File: config.mk
export PLATFORM = sky130hd
export DESIGN_NAME = fir_mavg_stream
export DESIGN_NICKNAME = d
export VERILOG_FILES = /design/src/rtl/fir_mavg_stream.sv
export SDC_FILE = /design/constraint.sdc
export NUM_CORES = 1
export LEC_CHECK = 0
export BUFFER_PORTS_ARGS = -buffer_cell sky130_fd_sc_hd__buf_4
export CORE_UTILIZATION = 55
export CTS_CLUSTER_DIAMETER = 150
export DETAILED_ROUTE_END_ITERATION = 16
export PLACE_DENSITY = 0.74
export SETUP_SLACK_MARGIN = 0.1
export SLEW_MARGIN = 15
export SYNTH_ARGS = -nofsm -noshare
export SYNTH_HDL_FRONTEND = slang
export SYNTH_SLANG_ARGS = --single-unit
File: constraint.sdc
create_clock -name clk -period 10.01 [get_ports clk]
set_input_delay 0.5005 -clock clk [delete_from_list [all_inputs] [get_ports clk]]
set_output_delay 0.5005 -clock clk [all_outputs]
set_load 0.005 [all_outputs]
File: src/rtl/fir_mavg_stream.sv
// rtl/fir_mavg_stream.sv - streaming moving-average FIR built on a running-sum circular delay line
module fir_mavg_stream #(
    parameter int DW         = 16,
    parameter int LOG2_TAPS  = 2,
    parameter int ROUND      = 0,
    parameter int EMIT_EARLY = 1
) (
    input  logic                 clk,
    input  logic                 rst_n,
    input  logic                 clr,
    input  logic                 in_valid,
    input  logic signed [DW-1:0] din,
    output logic                 out_valid,
    output logic signed [DW-1:0] dout,
    output logic                 primed
);

    localparam int TAPS = 1 << LOG2_TAPS;
    localparam int SW   = DW + LOG2_TAPS;
    localparam logic [LOG2_TAPS:0]    FULL = (LOG2_TAPS + 1)'(TAPS);
    localparam logic signed [SW-1:0]  BIAS = (ROUND != 0) ? SW'(TAPS / 2) : '0;

    logic signed [DW-1:0]  taps_q [TAPS];
    logic [LOG2_TAPS-1:0]  wr_ptr;
    logic [LOG2_TAPS:0]    fill_q;
    logic [LOG2_TAPS:0]    fill_next;
    logic signed [SW-1:0]  sum_q;
    logic signed [SW-1:0]  sum_next;
    logic signed [SW-1:0]  din_ext;
    logic signed [SW-1:0]  oldest_ext;
    logic signed [SW-1:0]  rounded;
    logic signed [SW-1:0]  shifted;

    // The sum width holds TAPS full-scale samples plus the rounding bias, so nothing wraps.
    always_comb begin
        din_ext    = {{LOG2_TAPS{din[DW-1]}}, din};
        oldest_ext = {{LOG2_TAPS{taps_q[wr_ptr][DW-1]}}, taps_q[wr_ptr]};
        sum_next   = sum_q + din_ext - oldest_ext;
        rounded    = sum_next + BIAS;
        shifted    = rounded >>> LOG2_TAPS;
        fill_next  = (fill_q == FULL) ? fill_q : fill_q + 1'b1;
    end

    always_ff @(posedge clk or negedge rst_n) begin
        if (!rst_n) begin
            for (int i = 0; i < TAPS; i++) taps_q[i] <= '0;
            wr_ptr    <= '0;
            fill_q    <= '0;
            sum_q     <= '0;
            dout      <= '0;
            out_valid <= 1'b0;
            primed    <= 1'b0;
        end else if (clr) begin
            for (int i = 0; i < TAPS; i++) taps_q[i] <= '0;
            wr_ptr    <= '0;
            fill_q    <= '0;
            sum_q     <= '0;
            dout      <= '0;
            out_valid <= 1'b0;
            primed    <= 1'b0;
        end else if (in_valid) begin
            taps_q[wr_ptr] <= din;
            wr_ptr         <= wr_ptr + 1'b1;
            fill_q         <= fill_next;
            sum_q          <= sum_next;
            // dout tracks every sample; out_valid alone hides the warm-up when EMIT_EARLY=0.
            dout           <= shifted[DW-1:0];
            out_valid      <= (EMIT_EARLY != 0) || (fill_next == FULL);
            primed         <= (fill_next == FULL);
        end else begin
            out_valid <= 1'b0;
        end
    end

endmodule

==> results.py <==
metrics = {
    "yosys": {
        "yosys_register_bits": 89,
        "synth_cells": 608,
        "synth_area_per_cell_um2": 9.00,
        "synth.top_cells.by_count": "sky130_fd_sc_hd__nand2_1 (147), sky130_fd_sc_hd__dfrtp_1 (89), sky130_fd_sc_hd__a21oi_1 (78)",
        "post-synth-top-count-cell": "sky130_fd_sc_hd__nand2_1",
        "asyncSetResetFlopFracSynth_pct": 100,
        "number_of_enable_type_register_cells_in_the_synthesized_netlist": 0,
        "yosys-top-cells-area": "sky130_fd_sc_hd__dfrtp_1 (41%), sky130_fd_sc_hd__nand2_1 (10%), sky130_fd_sc_hd__a21oi_1 (7.1%), sky130_fd_sc_hd__mux4_2 (6.6%), sky130_fd_sc_hd__fa_1 (6.2%)",
        "post_synth_instance_area_mm2": 0.00547,
        "synth_fa_ha_area_share_pct": 11.9,
        "synth_top_cell_area_share_pct": 40.7,
        "syn-num-nets": 670,
        "simple_gate_share_of_the_synthesized_area_pct": 14.8,
        "synth_top_family_by_area": "simple AND/OR/NAND/NOR gates",
        "synth-xor-area-share_pct": 1.76,
        "distinct_cell_type_count_after_synthesis": 48,
        "synthesis.yosys.warnings": 0,
        "post_synth_top_flop": "sky130_fd_sc_hd__dfrtp_1",
        "share_of_the_synthesized_area_in_compound_gates_ao_oa_aoi_oai_pct": 12.6,
        "synth_seq_area_share_pct": 40.7,
        "multiplexer_share_of_the_synthesized_area_pct": 8.64,
        "synth_largest_area_cell": "sky130_fd_sc_hd__dfrtp_1",
    },
    "die": {
        "dieArea_mm2": 0.0104,
        "die_x_um": 102,
        "die_y_um": 102,
        "start_util_pct": 56.3,
        "core_area_mm2": 0.00973,
        "io-pin-count": 38,
        "floorplan_row_count": 36,
    },
    "route": {
        "ant_nets": 0,
        "num_vias": 4126,
        "detail_route.first_pass.iterations": 5,
        "routed_wl_mm": 12.0,
        "drt-wirelength-per-cell_um": 16.1,
        "drc_errors": 0,
        "initialDrtViolationCount": 377,
        "vias_per_cell": 5.52,
    },
    "clock_network": {
        "clk_latency_ns": 0.37,
        "cts-htree-levels": 3,
        "clk_transition_reported_paths_ns": 0.09,
        "cts_hold_buffers": 0,
        "post_cts_resize_count": 0,
        "clk_root_buffer_cell": "sky130_fd_sc_hd__clkbuf_8",
        "numCtsBuffers": 9,
        "cts.repair_timing.setup_buffer_count": 0,
        "tritoncts_clock_tree": "built",
        "ctsLongestPathBuffers": 2,
        "clock_sinks": 89,
    },
    "final_layout": {
        "design.final.nets": 673,
        "seqCellArea_mm2": 0.00223,
        "fillerInstances": 858,
        "multi_input_area_mm2": 0.00272,
        "final_cells": 747,
        "layout.cell_area.non_filler_mm2": 0.00588,
        "drive_gt1_share_pct": 12.1,
        "syn_to_final_growth_pct": 7.36,
        "antenna_diode_count": 0,
    },
    "global_routing": {
        "grt_pass1_vias": 4119,
        "first_pass_grt_wire_length_mm": 19.9,
        "antenna_found_initial": 0,
        "grt_max_degree": 90,
        "global_route.usage.total_pct": 25.4,
        "grt_overflow_total": 0,
    },
    "power": {
        "total_leakage_power_nw": 2.76,
        "total_power_mw": 1.19,
        "vdd_ir_drop_max_mv": 0.0948,
        "cellPowerDensity_mw_per_mm2": 203,
    },
    "place": {
        "estimated_wirelength_of_the_detail_placed_design_mm": 8.19,
        "placement.cell_area_mm2": 0.00569,
        "placed_cells": 733,
        "numPortBuffers": 37,
        "place.gp.congestion": 0.911,
    },
    "sta": {
        "fin_worst_skew_ns": 0.00936,
        "final_min_period_over_clock_period_pct": 40.4,
        "fmax_ghz": 0.247,
        "hold_slack_ns": 0.187,
        "timing.slew.headroom_pct": 39.3,
        "timing.final.setup_violations": 0,
        "rsz_0062_raised_after_global_routing": "false",
        "setup-tns-final_ns": 0,
        "final.min_clock_period_ns": 4.05,
        "slew_violations": 0,
        "max_slew.worst_pin.slew_ns": 0.911,
        "finalHoldViolations": 0,
    },
    "setup_path": {
        "critPathKind": "flop to flop",
        "timing.critical_path.required_ns": 10.26,
        "cp_data_arrival_time_ns": 4.30,
        "startpoint": "wr_ptr[0]",
        "cp.buffers_inverters": 2,
        "delay_of_the_slowest_cell_on_the_worst_path_ns": 0.65,
        "worst-path-max-fanout": 13,
        "crit_path_cell_trace": "buf_4, mux4_2, fa_1, inv_1, ha_1, a21o_1, a21oi_1, o31ai_1, a221oi_2, mux2i_1, mux2_1",
        "critical_path.endpoint_type": "flop",
        "reg2reg_launch_point": "wr_ptr[0]",
        "start_kind": "flop",
        "worst-r2r-setup-slack_ns": 5.96,
        "timing.critical_path.max_delay_family": "multiplexers",
        "critical-path-slowest-cell": "sky130_fd_sc_hd__dfrtp_1",
    },
    "job": {
        "max-cap-violations": 0,
    },
    "hold_path": {
        "hold_class": "input port to async pin",
    },
    "run_status": {
        "status": "complete, no violations",
    },
}
## worst register-to-register path, delay by kind of cell, from the launching register on
kind,cells,cell delay (ns)
muxes,3,1.14
AOI/OAI and AO/OA,4,0.92
adders and majority gates,2,0.83
DFF,1,0.65
buffers and inverters,2,0.39
## stage by stage
| step | utilization, % | setup slack (ns) |
|---|---|---|
| 2_1_floorplan | - | 6.17 |
| 3_3_place_gp | 58.5 | 6.03 |
| 3_5_place_dp | 58.5 | 5.96 |
| 4_1_cts | 60.4 | 5.94 |
| 5_1_grt | 60.4 | 5.67 |
| 6_report | 60.4 | 5.96 |
## cell families (layout without fill, tap and decap cells)
kind of cell / after synthesis / in the layout
AND/OR/NAND/NOR: 200 / 200
buffers and inverters: 123 / 129
AO/OA/AOI/OAI: 116 / 116
flip-flops: 89 / 89
adder cells (fa/ha/maj): 42 / 42
multiplexers: 27 / 27
XOR/XNOR: 11 / 11
## metal layers
metal / track usage [%] / vias to the layer above / part of all wire (%)
li1: - / 1980 / -
met1: 34.6 / 2002 / 44
met2: 41.1 / 129 / 49
met3: 3.66 / 15 / 5.1
met4: 10.6 / 0 / 1.5
met5: 0 / - / 0
## sequential cells by signal, indices dropped and copies added, names as in the netlist
signal / cells
fill_q: 3
sum_q: 2
wr_ptr: 2
out_valid: 1
taps_q: 64
primed: 1
dout: 16
## where the power goes
part,internal [mW],switching (mW)
logic,0.226,0.300
clock network,0.119,0.127
registers,0.394,0.0285
total,0.739,0.455
## path summary, 6_finish.rpt
path,cells after the start,endpoint
min in group clk,3,taps_q[61]
max in group asynchronous,1,taps_q[42]
min reg2reg,2,taps_q[12]
max,11,dout[15]
min,1,fill_q[0]
max reg2reg,11,dout[15]
## cell usage in the layout, fill, tap and decap left out, drive strengths merged, types with 2 or more instances in the layout
master,n
nand2,147
dfrtp,89
a21oi,79
inv,77
buf,38
nor2,27
ha,25
fa,17
mux4,16
clkbuf,11
mux2i,9
nor3,7
o21ai,7
xnor2,6
and2,5
a211oi,5
xor2,5
and3,3
a21o,3
a31oi,3
nand3,3
a211o,2
o31ai,2
nand4,2
o2111ai,2
or4,2
o21a,2
mux2,2
## layout make-up
cell class | instances | area share [%]
Inverter | 77 | 4.92
Clock inverter | 3 | 0.724
Clock buffer | 11 | 2.41
Multi-Input combinational cell | 396 | 46.3
Sequential cell | 89 | 37.9
Tap cell | 133 | 2.83
Timing Repair Buffer | 38 | 4.92
Power figures use the tool's default switching activity.
